## src/rtl/tabuleiro_vga.sv

```systemverilog
// Tic-tac-toe board renderer for a 640x480@60 VGA output.
// Cell codes are snapshotted once per frame, and every output is registered one strobe behind the counters.
module tabuleiro_vga #(
   parameter int H_ACTIVE = 640,
   parameter int H_FP     = 16,
   parameter int H_SYNC   = 96,
   parameter int H_BP     = 48,
   parameter int V_ACTIVE = 480,
   parameter int V_FP     = 10,
   parameter int V_SYNC   = 2,
   parameter int V_BP     = 33,
   parameter int BOARD_X0 = 170,
   parameter int BOARD_Y0 = 90,
   parameter int CELL     = 100,
   parameter int MARGIN   = 15
) (
   input  logic        clock,
   input  logic        reset,
   input  logic        pix_en,
   input  logic [17:0] cells,
   output logic        hsync,
   output logic        vsync,
   output logic [3:0]  red,
   output logic [3:0]  green,
   output logic [3:0]  blue,
   output logic        video_on,
   output logic        frame_start
);

   localparam int H_TOTAL = H_ACTIVE + H_FP + H_SYNC + H_BP;
   localparam int V_TOTAL = V_ACTIVE + V_FP + V_SYNC + V_BP;
   localparam int RAD     = CELL / 2 - MARGIN;

   localparam logic [9:0] H_MAX    = 10'(H_TOTAL - 1);
   localparam logic [9:0] V_MAX    = 10'(V_TOTAL - 1);
   localparam logic [9:0] HA       = 10'(H_ACTIVE);
   localparam logic [9:0] VA       = 10'(V_ACTIVE);
   localparam logic [9:0] HS_START = 10'(H_ACTIVE + H_FP);
   localparam logic [9:0] HS_END   = 10'(H_ACTIVE + H_FP + H_SYNC - 1);
   localparam logic [9:0] VS_START = 10'(V_ACTIVE + V_FP);
   localparam logic [9:0] VS_END   = 10'(V_ACTIVE + V_FP + V_SYNC - 1);
   localparam logic [9:0] X0       = 10'(BOARD_X0);
   localparam logic [9:0] Y0       = 10'(BOARD_Y0);
   localparam logic [9:0] SIDE3    = 10'(3 * CELL);
   localparam logic [9:0] C1       = 10'(CELL);
   localparam logic [9:0] C2       = 10'(2 * CELL);
   localparam logic [9:0] G1L      = 10'(CELL - 2);
   localparam logic [9:0] G1H      = 10'(CELL + 1);
   localparam logic [9:0] G2L      = 10'(2 * CELL - 2);
   localparam logic [9:0] G2H      = 10'(2 * CELL + 1);
   localparam logic [9:0] MLO      = 10'(MARGIN);
   localparam logic [9:0] MHI      = 10'(CELL - 1 - MARGIN);
   localparam logic [9:0] ANTI     = 10'(CELL - 1);
   localparam logic [9:0] HALF     = 10'(CELL / 2);
   localparam logic [20:0] R_IN    = 21'((RAD - 4) * (RAD - 4));
   localparam logic [20:0] R_OUT   = 21'(RAD * RAD);

   logic [9:0]  hcnt, vcnt;
   logic [17:0] snap;

   logic [9:0]  bx, by, lx, ly;
   logic [9:0]  dxy, sxy, danti, adx, ady;
   logic [1:0]  col, row, code;
   logic [3:0]  idx;
   logic [20:0] dist2;
   logic        active, on_board, grid, in_mark, x_lit, o_lit, take_snap;
   logic [11:0] rgb;

   always_comb begin
      bx       = hcnt - X0;
      by       = vcnt - Y0;
      active   = (hcnt < HA) && (vcnt < VA);
      on_board = (hcnt >= X0) && (bx < SIDE3) && (vcnt >= Y0) && (by < SIDE3);

      // Cell index and cell-local offset by comparison against the cell boundaries
      if (bx < C1) begin
         col = 2'd0; lx = bx;
      end else if (bx < C2) begin
         col = 2'd1; lx = bx - C1;
      end else begin
         col = 2'd2; lx = bx - C2;
      end
      if (by < C1) begin
         row = 2'd0; ly = by;
      end else if (by < C2) begin
         row = 2'd1; ly = by - C1;
      end else begin
         row = 2'd2; ly = by - C2;
      end

      idx = {2'b00, row} * 4'd3 + {2'b00, col};
      case (idx)
         4'd0:    code = snap[1:0];
         4'd1:    code = snap[3:2];
         4'd2:    code = snap[5:4];
         4'd3:    code = snap[7:6];
         4'd4:    code = snap[9:8];
         4'd5:    code = snap[11:10];
         4'd6:    code = snap[13:12];
         4'd7:    code = snap[15:14];
         4'd8:    code = snap[17:16];
         default: code = 2'd0;
      endcase

      grid = (bx >= G1L && bx <= G1H) || (bx >= G2L && bx <= G2H) ||
             (by >= G1L && by <= G1H) || (by >= G2L && by <= G2H);

      in_mark = (lx >= MLO) && (lx <= MHI) && (ly >= MLO) && (ly <= MHI);
      dxy     = (lx >= ly) ? lx - ly : ly - lx;
      sxy     = lx + ly;
      danti   = (sxy >= ANTI) ? sxy - ANTI : ANTI - sxy;
      x_lit   = in_mark && ((dxy <= 10'd3) || (danti <= 10'd3));

      // Ring test on squared distance from the cell centre, using magnitudes only
      adx   = (lx >= HALF) ? lx - HALF : HALF - lx;
      ady   = (ly >= HALF) ? ly - HALF : HALF - ly;
      dist2 = 21'(adx) * 21'(adx) + 21'(ady) * 21'(ady);
      o_lit = (dist2 >= R_IN) && (dist2 <= R_OUT);

      rgb = 12'h000;
      if (active && on_board) begin
         if (grid)                      rgb = 12'hFFF;
         else if (code == 2'd1 && x_lit) rgb = 12'hF00;
         else if (code == 2'd2 && o_lit) rgb = 12'h00F;
      end

      take_snap = (hcnt == 10'd0) && (vcnt == VA);
   end

   always_ff @(posedge clock) begin
      if (reset) begin
         hcnt        <= '0;
         vcnt        <= '0;
         snap        <= '0;
         hsync       <= 1'b1;
         vsync       <= 1'b1;
         red         <= '0;
         green       <= '0;
         blue        <= '0;
         video_on    <= 1'b0;
         frame_start <= 1'b0;
      end else if (pix_en) begin
         hsync       <= !((hcnt >= HS_START) && (hcnt <= HS_END));
         vsync       <= !((vcnt >= VS_START) && (vcnt <= VS_END));
         video_on    <= active;
         red         <= rgb[11:8];
         green       <= rgb[7:4];
         blue        <= rgb[3:0];
         frame_start <= take_snap;
         if (take_snap) snap <= cells;
         if (hcnt == H_MAX) begin
            hcnt <= '0;
            vcnt <= (vcnt == V_MAX) ? 10'd0 : vcnt + 10'd1;
         end else begin
            hcnt <= hcnt + 10'd1;
         end
      end
   end

endmodule

```

## config.mk

```make
export PLATFORM = sky130hd
export DESIGN_NAME = tabuleiro_vga
export DESIGN_NICKNAME = d
export VERILOG_FILES = /design/src/rtl/tabuleiro_vga.sv
export SDC_FILE = /design/constraint.sdc
export NUM_CORES = 1
export LEC_CHECK = 0
export ABC_AREA = 1
export BUFFER_PORTS_ARGS = -buffer_cell sky130_fd_sc_hd__buf_2
export CORE_AREA = 4 4 162 164
export DETAILED_ROUTE_END_ITERATION = 10
export DIE_AREA = 0 0 166 168
export GPL_TIMING_DRIVEN = 0
export PLACE_DENSITY = 0.69
export SLEW_MARGIN = 20
export SYNTH_ARGS = -nofsm -noshare
export SYNTH_HDL_FRONTEND = slang
export SYNTH_SLANG_ARGS = --single-unit
export TNS_END_PERCENT = 10
```

## constraint.sdc

```tcl
create_clock -name clock -period 11.4 [get_ports clock]
set_input_delay 0.57 -clock clock [delete_from_list [all_inputs] [get_ports clock]]
set_output_delay 0.57 -clock clock [all_outputs]
set_load 0.05 [all_outputs]
```

==> summary.txt <==
Outcome
  – Status: finished, final reports clean

Setup path
  – Critical path data arrival time: 10.75 ns
  – CP Max Fanout: 13
  – Critical Path Start: hcnt[1]
  – Slowest stage delay, CP: 0.56 ns
  – Crit path launch type: register
  – Worst flop-to-flop path startpoint: hcnt[1]
  – CP Class: reg2reg
  – CP dominant cell by count: nand2_1
  – Worst EP required: 11.64 ns
  – Setup crit end kind: register
  – CP max-delay cell: fa_1

GRT
  – Met3 usage in global routing: 1.76%
  – Met2 global-route usage: 40.3%
  – Pin count of the biggest net entering global routing: 17
  – Total track usage: 22.9%
  – Overflow after GRT: 0
  – Vias in the first global route: 11.2k
  – Initial antenna violation count: 0
  – Global-route wire length before repair: 53700 µm
  – Global route hottest layer: met2
  – Met1 GRT Util: 29.9%

Yosys
  – Top-area cell type share of the netlist area: 21.6%
  – Synth cell types: 68
  – Syn_nets: 2038
  – Ranking of synthesized cells by area: fa_1 (22%), ha_1 (15%), nand2_1 (11%), inv_1 (9.4%), dfxtp_1 (7.3%)
  – Synthesized area: 12300 µm²
  – Seq/Total Area, Yosys: 7.31%
  – Yosys warns: 0
  – EDFF count, synth: 0
  – Cell count after synthesis: 1732
  – Commonest cells post-synth: nand2_1 (345), inv_1 (307), nor2_1 (198)
  – Async SR Flop Fraction: 0%
  – Most frequent cell after synthesis: nand2_1
  – Post-synth top area cell: fa_1
  – Ys flop type: dfxtp_1
  – Yosys reg bits: 45
  – Syn avg cell area: 7.11 µm²

Final layout
  – NumNets Final: 2086
  – Sequential cell area: 908 µm²
  – Ant diodes: 0
  – Fin cells: 2111
  – Filler cell count: 2470
  – Share of cells above drive strength 1: 11.2%
  – Area Growth Syn to Fin: 6.67%
  – Area occupied by multi-input gates: 9950 µm²

Min path
  – Hold_sp: video_on
  – Min-Delay Path Class: reg2reg

Placement
  – IO Port Bufs: 36
  – Dpl hpwl: 26800 µm
  – DP Cell Count: 2098
  – GPL Wtd Cong: 0.961

Die
  – Num ports: 37
  – Die width: 166 µm
  – Site Rows: 58
  – Die ar.: 27900 µm²
  – Core Box Area: 24900 µm²
  – DIE HEIGHT: 168 µm
  – Initial core utilization: 49.5%

Timing
  – Highest Clock Rate: 95.1 MHz
  – Final setup fails: 0
  – Relative max-transition margin: 36.4%
  – Final Skew: 0.00488 ns
  – Final Hold Slack: 0.469 ns
  – Final hold vios: 0
  – Setup TNS: 0 ns
  – Final period util: 92.2%
  – Unrepaired setup endpoints after global routing: false
  – Slew @ Worst Pin: 0.955 ns
  – Final Critical Period: 10.51 ns
  – Fin. max-slew vios: 0

Power and ir drop
  – Flop pwr share: 5.4%
  – P_sw: 1.66 mW
  – Internal Power: 1.31 mW
  – Switching Share: 55.8%
  – Tot Pwr: 2.97 mW
  – Comb power frac: 89.9%
  – Power Dens Cells: 226 nW/µm²
  – Clock power frac: 4.7%
  – Leak: 6.91 nW
  – Maximum VDD drop: 0.419 mV

Detailed routing
  – Wirelength per Cell: 15.1 µm
  – DR pass1 iterations: 5
  – Routed wire length: 31800 µm
  – # DRC: 0
  – Vias post-DR: 11.1k
  – Vias per inst: 5.24
  – Detailed router's first-iteration violation count: 614
  – DRT antenna net count: 0

Clock network
  – Inserted Clock Buffers: 5
  – Clk buf depth: 2
  – H-tree depth: 2
  – Cts hold-fix bufs: 0
  – Skew-Pair Late Insertion Delay: 0.29 ns
  – CTS tree: built
  – Clk slew on worst S/H paths: 0.06 ns
  – Clock sinks: 45
  – Root buffer cell: clkbuf_16

Run
  – Max cap viols: 0
[state kept, by name (all words and copies together), names as in the netlist]
register	count
frame_start	1
hsync	1
red	1
green	1
blue	1
snap	18
video_on	1
hcnt	10
vcnt	10
vsync	1
[cell families (layout without fill, tap and decap cells)]
logic type      after synthesis  in the layout  share of synthesized area [%]
fa+ha+maj                   285            285                           37.1
xor+xnor                     67             67                           5.56
simple gates                766            766                           28.5
flops                        45             45                           7.31
buf+inv                     377            426                           12.1
compound gates              192            192                           9.43
[cells in the final DEF, fill, tap and decap left out, types with 26 or more instances in the layout]
cell,count
a21oi_1,72
buf_2,41
dfxtp_1,43
fa_1,133
ha_1,151
inv_1,305
inv_2,29
nand2_1,344
nand2_2,26
nand3_1,91
nor2_1,198
nor3_1,26
o21ai_0,57
xor2_1,46
[worst paths after layout]
kind         slack [ns]       end  cells past startpoint
min                0.47  video_on                      2
min reg2reg        0.47  video_on                      2
max                0.89   blue[2]                     53
max reg2reg        0.89   blue[2]                     53
[worst max-delay path, delay by kind of cell (launching register included)]
kind                     cells  cell delay (ns)
AO/OA/AOI/OAI                5             0.87
XOR/XNOR                     2             0.56
adder cells (fa/ha/maj)     11             4.69
buffers and inverters       12             1.14
flip-flops                   1             0.47
AND/OR/NAND/NOR             23             2.74
[routing by layer]
metal	routed length, µm	share of wire, %	vias to the layer above
li1	-	-	5506
met1	14100	44	5217
met2	15300	48	267
met3	1270	4.0	63
met4	1120	3.5	0
met5	0	0	-
[final cells by class]
class / count / share of cell area (%)
multi-input cells: 1310 / 75.8
inverters: 343 / 9.97
plain buffers: 34 / 1.48
flip-flops and latches: 45 / 6.91
clock inverters: 1 / 0.0571
repair buffers: 41 / 1.66
well taps: 330 / 3.14
clock buffers: 7 / 1.01
[through the flow]
stage / area (µm²) / utilization [%] / setup slack (ns)
after floorplan: 12300 / - / 2.00
after global placement: 12900 / 51.9 / 0.161
after detailed placement: 12900 / 51.9 / 0.0424
after CTS: 13100 / 52.4 / 0.00327
after global routing: 13100 / 52.8 / 0.0349
final: 13100 / 52.8 / 0.888
[power by group through the flow]
stage,sequential (mW),clock [mW],combinational (mW)
5_1_grt,0.161,0.150,3.06
4_1_cts,0.161,0.143,2.66
3_5_place_dp,0.165,0,2.63
6_report,0.161,0.140,2.67
2_1_floorplan,0.166,0,2.12
3_3_place_gp,0.165,0,2.60
[what timing repair did]
item	in CTS	in global routing
setup buffers	0	5
gates resized for setup	0	13
endpoints found under the setup margin	0	1
(Power assumes the default switching activity.)
